--- src/rtl/shift_unit.sv ---
// Serial one-bit-per-cycle shifter (SLL/SRA, optional SRL) for the ALU.
// Define SHIFT_UNIT_SRL_EN to add the logical right shift on S=101.
module shift_unit (
   input  logic        Clock,
   input  logic        Reset,
   input  logic        Start,
   input  logic [15:0] Hyrja,
   input  logic [3:0]  Shamt,
   input  logic [2:0]  S,
   output logic        Busy,
   output logic        Done,
   output logic [15:0] Dalja
);

   localparam logic [1:0] IDLE  = 2'd0;
   localparam logic [1:0] SHIFT = 2'd1;
   localparam logic [1:0] DONE  = 2'd2;

   localparam logic [1:0] OP_PASS = 2'd0;
   localparam logic [1:0] OP_SLL  = 2'd1;
   localparam logic [1:0] OP_SRA  = 2'd2;
`ifdef SHIFT_UNIT_SRL_EN
   localparam logic [1:0] OP_SRL  = 2'd3;
`endif

   logic [1:0]  state;
   logic [3:0]  cnt;
   logic [1:0]  op;
   logic [1:0]  op_dec;
   logic [15:0] shifted;

   always_comb begin
      op_dec = OP_PASS;
      case (S)
         3'b110:  op_dec = OP_SLL;
         3'b111:  op_dec = OP_SRA;
`ifdef SHIFT_UNIT_SRL_EN
         3'b101:  op_dec = OP_SRL;
`endif
         default: op_dec = OP_PASS;
      endcase
   end

   always_comb begin
      shifted = Dalja;
      case (op)
         OP_SLL:  shifted = {Dalja[14:0], 1'b0};
         OP_SRA:  shifted = {Dalja[15], Dalja[15:1]};
`ifdef SHIFT_UNIT_SRL_EN
         OP_SRL:  shifted = {1'b0, Dalja[15:1]};
`endif
         default: shifted = Dalja;
      endcase
   end

   always_ff @(posedge Clock or negedge Reset) begin
      if (!Reset) begin
         state <= IDLE;
         cnt   <= 4'd0;
         op    <= OP_PASS;
         Dalja <= 16'h0000;
      end else begin
         case (state)
            IDLE: begin
               if (Start) begin
                  Dalja <= Hyrja;
                  cnt   <= Shamt;
                  op    <= op_dec;
                  // zero-length shifts skip straight to DONE
                  if (op_dec != OP_PASS && Shamt != 4'd0)
                     state <= SHIFT;
                  else
                     state <= DONE;
               end
            end
            SHIFT: begin
               Dalja <= shifted;
               cnt   <= cnt - 4'd1;
               if (cnt == 4'd1)
                  state <= DONE;
            end
            DONE:    state <= IDLE;
            default: state <= IDLE;
         endcase
      end
   end

   assign Busy = (state == SHIFT);
   assign Done = (state == DONE);

endmodule

--- config.mk ---
export PLATFORM = sky130hd
export DESIGN_NAME = shift_unit
export DESIGN_NICKNAME = d
export VERILOG_FILES = /design/src/rtl/shift_unit.sv
export SDC_FILE = /design/constraint.sdc
export NUM_CORES = 1
export LEC_CHECK = 0
export BUFFER_PORTS_ARGS = -buffer_cell sky130_fd_sc_hd__clkbuf_2
export CORE_ASPECT_RATIO = 0.75
export CORE_UTILIZATION = 40
export CTS_BUF_LIST = sky130_fd_sc_hd__clkbuf_16
export DETAILED_ROUTE_END_ITERATION = 10
export PLACE_DENSITY_LB_ADDON = 0.15
export SLEW_MARGIN = 40
export SYNTH_ARGS = -nofsm -noshare
export SYNTH_HDL_FRONTEND = slang
export SYNTH_SLANG_ARGS = --single-unit
--- constraint.sdc ---
create_clock -name Clock -period 3 [get_ports Clock]
set_clock_uncertainty 0.1 [all_clocks]
set_input_delay 0.6 -clock Clock [delete_from_list [all_inputs] [get_ports Clock]]
set_output_delay 0.6 -clock Clock [all_outputs]
set_load 0.01 [all_outputs]
==> metrics.txt, run 1 <==
outcome completed; Pleak 0.000832 uW; syn nets about 200; starting density of the core 0.435; # IOs 44; Total GRT Usage 0.178; fin nets 240; Post-Synth Simple-Gate Area 0.230; crit-path cells nor2b_4 > clkbuf_2; Crit-path slowest cell dfrtp_1; PortBufs 43; Rows 18; clk buf depth 2; global-route wire length before repair around 5400 um; post-layout min period ~2.1 ns; Mapped Area around 1500 sq um; complex-gate fraction of the synthesized area 0.269; Slew HR 0.593; final slew viol count 0; total CTS buffers 3; detailed-route wire length per cell 12.6 um; RSZ-0062 raised after global routing false; worst slew pin tran a little over 0.6 ns; Antenna diodes 0; Detail Route Antenna Nets 0; Detailed Route WL approximately 3300 um; chip height roughly 55 um; Top delay family on crit path flip-flops; crit path buf inv count 1; First-pass DRT Iterations 4; CTS resizes 0; Seq cells post-synth 24; Synth Area in XOR/XNOR 0.00592; critical path peak fanout 12; Placer Congestion 0.784; Avg Synthesized Cell Area 8.50 sq um; Root Driver clkbuf_16; P per Cell Area slightly above 1000 nW/um^2; Mapped Cells between 150 and 200; Critical Path Max Stage Delay between 0.5 and 0.6 ns; largest net degree at the start of global routing 25; H-tree levels 1; DRC viols 0; Yosys cell types 33; crit path DAT about 1.4 ns; largest family of logic cells by synthesized area compound AO/OA/AOI/OAI gates; area added between synthesis and finish 19.2%; die width ~72 um; Seq/Total Area, Yosys 0.406; routed vias around 1300; Primary FF master, synth dfrtp_1; initial antenna violation count 0; CTS tree done; Final Hold Vio Count 0; VDD IR-drop max roughly 0.00046 V; Detailed Place HPWL 2470 um; Startpoint Class flip-flop; fin cells about 260; Req. time, crit path 2.30 ns; kind of critical path flip-flop to primary output; maxcap violations 0; endpoint type of the worst setup path primary output; vias in the first global route around 1200; Hold Crit Class input pin to async pin; mux cell area share after synthesis 0; clock-pin slew on the worst setup and hold paths approximately 0.060 ns; vias per cell approximately 5.0; number of synthesized flops with an enable pin 0; FMAX about 480 MHz; Core Area 3400 sq um; Tcrit/Tclk final 0.695; Finish-stage setup viols 0; adder-cell area share of the yosys netlist 0.0169; Placed Cells approximately 260; total gr overflow 0; Setup TNS 0 ns; share of cells above drive strength 1 0.318; Synth Warn # 0; Num Clock Sinks 24; Post-CTS Hold Buffers 0; Skew-Pair Late Insertion Delay about 0.25 ns; die area slightly below 4000 sq um; Iteration-0 DRC Markers slightly above 80; setup repair bufs after CTS 0; asr flop ratio synth 1.00
[worst reg2reg max path, cell delays in order (launching register included)]
cell	delay (ns)
dfrtp_1	0.54
inv_1	0.14
o21ai_2	0.53
buf_4	0.36
o21ai_0	0.12
[placed cells by master (no fill, tap or decap)]
cell type,n
nand2_1,45
clkbuf_2,43
dfrtp_1,24
nor2_1,22
o21ai_2,14
a31o_1,13
a31oi_1,6
o21ai_0,5
a21oi_1,5
inv_1,4
nor2b_1,3
o22a_1,3
clkbuf_16,3
ha_1,2
buf_4,2
nor2b_4,1
nand2b_1,1
o21ba_2,1
a2bb2oi_1,1
xor2_1,1
and2b_2,1
nand2b_2,1
o41ai_1,1
nand3b_1,1
or4_1,1
nor3_1,1
o21a_1,1
nand3_1,1
o31ai_1,1
nor3b_1,1
a31o_2,1
clkinv_1,1
[routing by layer]
layer  global-route usage  vias to the layer above  part of all wire  routed length [um]
li1                     -                      674                 -                   -
met1                0.240                      604              0.49                1630
met2                0.301                       34              0.45                1470
met3               0.0460                        0             0.060                 198
met4               0.0163                        0                 0                   0
met5                    0                        -                 0                   0
[final cells by class]
cell class              count  area [sq um]
repair buffers             45           230
fillers                   338          1640
well taps                  50          62.6
inverters                   4          15.0
clock inverters             1          3.75
clock buffers               3          75.1
multi-input cells         134           776
flip-flops and latches     24           601
[synthesized netlist by cell type, types with 2 or more instances]
library cell	instances	share of area
buf_6	4	0.030
o22a_1	3	0.018
a21oi_1	5	0.017
a31oi_1	6	0.025
buf_4	3	0.015
buf_2	4	0.014
nor2_1	22	0.056
ha_1	2	0.017
o21ai_0	5	0.017
nand2_1	45	0.11
o21ai_2	13	0.077
a31o_1	13	0.077
dfrtp_1	24	0.41
nor2b_1	3	0.013
inv_1	4	0.010
[worst paths after layout]
| kind | cells past startpoint | from | slack [ns] | end |
|---|---|---|---|---|
| min in group Clock | 1 | cnt[3] | 0.41 | cnt[3] |
| hold reg to reg | 1 | cnt[3] | 0.41 | cnt[3] |
| setup / recovery | 2 | state[0] | 0.91 | Busy |
| setup reg to reg | 4 | state[0] | 1.08 | Dalja[7] |
| max in group asynchronous | 1 | Reset | 2.15 | Dalja[15] |
| hold / removal | 1 | Reset | 0.25 | cnt[2] |
[per-stage QoR]
step | worst slack, ns | total power, uW | hold WS, ns | area [sq um] | util
after CTS | 0.904 | 1810 | 0.267 | 1760 | 0.518
after global placement | 1.13 | 1490 | 0.392 | 1680 | 0.495
after global routing | 0.838 | 1950 | 0.298 | 1760 | 0.518
after floorplan | 1.36 | 1300 | 0.204 | 1480 | -
final | 0.915 | 1790 | 0.248 | 1760 | 0.518
after detailed placement | 1.07 | 1520 | 0.411 | 1680 | 0.495
[sequential cells by signal (all words and copies together) (netlist names)]
register	count
Dalja	16
cnt	4
op	2
state	2
[cell families (layout without fill, tap and decap cells)]
logic type / count (synthesis) / count (layout)
flops: 24 / 24
simple gates: 79 / 79
xor+xnor: 1 / 1
buf+inv: 16 / 53
fa+ha+maj: 2 / 2
compound gates: 52 / 52
[where the power goes]
part	switching, uW	internal [uW]	total [uW]
registers	182	475	656
logic	488	367	854
clock network	104	178	282
(Power assumes the default switching activity.)
==> run 2, diff against run 1 <==
==> constraint.sdc (replaced) <==
create_clock -name Clock -period 1.74 [get_ports Clock]
set_clock_uncertainty 0.1 [all_clocks]
set_input_delay 0.348 -clock Clock [delete_from_list [all_inputs] [get_ports Clock]]
set_output_delay 0.348 -clock Clock [all_outputs]
set_load 0.01 [all_outputs]
==> run 2 against run 1 <==
Effect of this change: final cell count is 0.77% higher; via count is 3.1% higher; sequential share of layout area is 0.83 points lower; combinational power is 90% higher; global-route usage is 0.88 points higher; largest cell class unchanged; highest routed layer unchanged.
==> metrics.txt, run 2 (synthesis results as in run 1) <==
routed vias 1353; flop-to-flop setup slack 0.23 ns; area added between synthesis and finish 22.2%; biggest regs Dalja x16, cnt x4; detailed-route wire length per cell about 13 um; starting density of the core 0.435; Slew HR 0.585; share of cells above drive strength 1 0.329; Most flops, register Dalja; clock-pin slew on the worst setup and hold paths roughly 0.060 ns; Num Clock Sinks 24; vias in the first global route ~1300; critical path peak fanout 9; chip height 54.7 um; Core Area 3400 sq um; Skew-Pair Late Insertion Delay ~0.25 ns; Detailed Route WL roughly 3400 um; maxcap violations 0; DRC viols 0; Tcrit/Tclk final 0.951; endpoint type of the worst setup path primary output; PortBufs 43; Root Driver clkbuf_16; kind of critical path flip-flop to primary output; largest net degree at the start of global routing 31; CTS resizes 0; FF-to-FF Start state[0]; clk buf depth 2; fin cells ~260; Final Hold Vio Count 0; outcome completed; initial antenna violation count 0; Detail Route Antenna Nets 0; Total GRT Usage 0.187; final slew viol count 0; Setup TNS 0 ns; leading cell type in the layout, fill and taps excluded nand2_1; filler cell count in the final layout roughly 330; Hold Crit Class input pin to async pin; vias per cell ~5; Antenna diodes 0; RSZ-0062 raised after global routing false; Placer Congestion between 0.8 and 0.9; most frequent cells in the layout 45 x nand2_1, 43 x clkbuf_2, 24 x dfrtp_1, 22 x nor2_1, 14 x o21ai_2; Startpoint Class flip-flop; max FFs per register 16; setup repair bufs after CTS 0; Place WS approximately 0.24 ns; First-pass DRT Iterations 4; VDD IR-drop max between 0.0006 and 0.0007 V; Placed Cells 260; Rows 18; FMAX between 600 and 700 MHz; Pleak 0.000855 uW; H-tree levels 1; # IOs 44; Iteration-0 DRC Markers slightly above 80; global-route wire length before repair roughly 5600 um; total CTS buffers 3; Detailed Place HPWL around 2500 um; Core Util, Final 0.531; fin nets approximately 240; Final Worst Setup Slack about 0.085 ns; total gr overflow 0; worst reg2reg path endpoint Dalja[5]; post-layout min period 1.65 ns; die area just under 4000 sq um; Post-CTS Hold Buffers 0; crit path DAT ~1.2 ns; Finish-stage setup viols 0; P per Cell Area between 1500 and 2000 nW/um^2; die width 72.2 um; Req. time, crit path between 1 and 1.5 ns; Reg2Reg Depth 5; CTS tree done; worst slew pin tran approximately 0.62 ns
## run 2: power by group
part / total [uW] / switching, uW / leakage [uW] / internal (uW)
combinational: 1620 / 898 / 0.000527 / 717
clock: 486 / 182 / 0.0000370 / 304
sequential: 1100 / 277 / 0.000291 / 819
## run 2: worst max path at each step
| stage | from | end | slack (ns) | depth (start not counted) |
|---|---|---|---|---|
| floorplan | Shamt[2] | state[0] | 0.35 | 4 |
| global route | state[0] | Busy | 0.05 | 2 |
| detailed placement | Shamt[2] | state[0] | 0.24 | 5 |
| CTS | state[0] | Busy | 0.08 | 2 |
| global placement | Shamt[2] | state[0] | 0.24 | 5 |
| finish | state[0] | Busy | 0.09 | 2 |
## run 2: final cells by class
type / count / area (sq um) / area share
multi-input combinational: 134 / 776 / 0.429
sequential: 24 / 601 / 0.332
timing repair buffer: 48 / 278 / 0.154
clock buffer: 3 / 75.1 / 0.0416
tap: 50 / 62.6 / 0.0346
inverter: 4 / 15.0 / 0.00831
## run 2: critical path, cell delays in order (launching register included)
cell      delay (ns)
dfrtp_1         0.44
nor2b_4         0.33
clkbuf_2        0.19
## run 2: routing by layer
layer / part of all wire / global-route usage / wire (um)
met1: 0.48 / 0.243 / 1610
met4: 0 / 0.0359 / 0
met5: 0 / 0 / 0
met3: 0.066 / 0.0534 / 222
met2: 0.46 / 0.315 / 1540
## run 2: metrics by stage
step / hold slack [ns] / total power [uW] / area (sq um)
floorplan: -0.0476 / 2240 / 1480
global placement: 0.296 / 2660 / 1730
detailed placement: 0.289 / 2740 / 1730
CTS: 0.0201 / 3240 / 1810
global route: 0.0453 / 3480 / 1810
finish: 0.00224 / 3200 / 1810
==> run 3, diff against run 2 <==
--- a/config.mk
+++ b/config.mk
@@ -7,6 +7,7 @@
 export LEC_CHECK = 0
 export BUFFER_PORTS_ARGS = -buffer_cell sky130_fd_sc_hd__clkbuf_2
 export CORE_ASPECT_RATIO = 0.75
+export CORE_MARGIN = 2
 export CORE_UTILIZATION = 40
 export CTS_BUF_LIST = sky130_fd_sc_hd__clkbuf_16
 export DETAILED_ROUTE_END_ITERATION = 10
==> run 3 against run 2 <==
Effect of this change: the run now ends with negative hold slack left; sequential power about the same; maximum frequency is essentially flat; hold slack got worse by 0.0086 ns; combinational power is 3% lower; critical path type unchanged.
==> metrics.txt, run 3 (synthesis results as in run 1) <==
most frequent cells in the layout 45 x nand2_1, 43 x clkbuf_2, 24 x dfrtp_1, 22 x nor2_1, 14 x o21ai_2; PortBufs 43; starting density of the core 0.412; die width around 74 um; largest net degree at the start of global routing 31; kind of critical path flip-flop to primary output; VDD IR-drop max between 0.0007 and 0.0008 V; fin nets around 240; global-route wire length before repair ~5600 um; post-layout min period 1.66 ns; routed vias between 1000 and 1500; Antenna diodes 0; Core Area 3590 sq um; failing checks negative hold slack; biggest regs Dalja x16, cnt x4; Iteration-0 DRC Markers 45; Reg2Reg Depth 4; detailed-route wire length per cell about 12 um; vias per cell slightly above 5; Skew-Pair Late Insertion Delay approximately 0.25 ns; worst slew pin tran between 0.6 and 0.7 ns; flop-to-flop setup slack 0.26 ns; critical path peak fanout 13; Startpoint Class flip-flop; First-pass DRT Iterations 5; setup repair bufs after CTS 0; FMAX just over 600 MHz; Req. time, crit path roughly 1.3 ns; # IOs 44; Detail Route Antenna Nets 0; H-tree levels 1; FF-to-FF Start state[1]; Setup TNS 0 ns; Hold WS -0.00641 ns; Slew HR 0.594; initial antenna violation count 0; Most flops, register Dalja; Total GRT Usage 0.167; Tcrit/Tclk final 0.952; Final Hold Vio Count 12; crit path buf inv count 2; chip height around 57 um; Crit-path slowest cell dfrtp_1; endpoint type of the worst setup path primary output; Place WS ~0.22 ns; max FFs per register 16; Hold Crit Class input pin to async pin; Critical Path Max Stage Delay roughly 0.48 ns; crit-path cells nor2b_4 > buf_4 > clkbuf_2; clock-pin slew on the worst setup and hold paths about 0.060 ns; total CTS buffers 3; Top delay family on crit path flip-flops; P per Cell Area 1760 nW/um^2; leading cell type in the layout, fill and taps excluded nand2_1; CTS resizes 0; clk buf depth 2; Num Clock Sinks 24; Placer Congestion a little under 0.8; share of cells above drive strength 1 0.329; Finish-stage setup viols 0; final slew viol count 0; die area 4200 sq um; vias in the first global route about 1200; total gr overflow 0; Pleak approximately 0.00085 uW; RSZ-0062 raised after global routing false; CTS tree done; area added between synthesis and finish 21.5%; DRC viols 0; Detailed Route WL around 3300 um; outcome complete, but fails checks; Detailed Place HPWL ~2400 um; Final Worst Setup Slack 0.0840 ns; Post-CTS Hold Buffers 0; crit path DAT 1.21 ns; Root Driver clkbuf_16; maxcap violations 0; worst reg2reg path endpoint Dalja[0]; Rows 19
==> run 3: changes by cell type in the layout (fill, tap and decap cells not counted) <==
cell / before / now
buf_12: 2 / 1
buf_4: 3 / 4
==> run 3: power by group <==
group | switching, uW | leakage [uW] | internal (uW)
sequential | 281 | 0.000291 | 819
combinational | 878 | 0.000524 | 692
clock | 182 | 0.0000370 | 304
total | 1340 | 0.000851 | 1820
==> run 3: per-stage QoR <==
step	cell area, sq um	total power (uW)	cells	utilization
2_1_floorplan	1480	2240	174	-
3_3_place_gp	1720	2630	262	0.480
3_5_place_dp	1720	2700	262	0.480
4_1_cts	1800	3190	265	0.501
5_1_grt	1800	3430	265	0.501
6_report	1800	3160	265	0.501
==> run 3: worst max-delay path by stage <==
stage                     cells past startpoint     start  endpoint
after global placement                        5  Shamt[2]  state[0]
after global routing                          3  state[1]      Busy
after CTS                                     3  state[1]      Busy
after floorplan                               4  Shamt[2]  state[0]
after detailed placement                      5  Shamt[2]  state[0]
final                                         3  state[1]      Busy
==> run 3: per-layer routing <==
metal	wire length [um]	share of wire	global-route usage	up-vias
li1	-	-	-	680
met1	1610	0.49	0.229	649
met2	1530	0.47	0.272	24
met3	119	0.036	0.0395	2
met4	16	0.0049	0.0306	0
met5	0	0	0	-
==> run 3: final cells by class <==
cell class	instances	area (sq um)
inverter	4	15.0
fill	364	1790
multi-input combinational	134	776
timing repair buffer	48	265
sequential	24	601
clock buffer	3	75.1
tap	52	65.1
==> run 3: worst register-to-register path: cells and delay by family, from the launching register on <==
| family | cells | cell delay, ns |
|---|---|---|
| buf+inv | 1 | 0.18 |
| flops | 1 | 0.48 |
| compound gates | 3 | 0.63 |
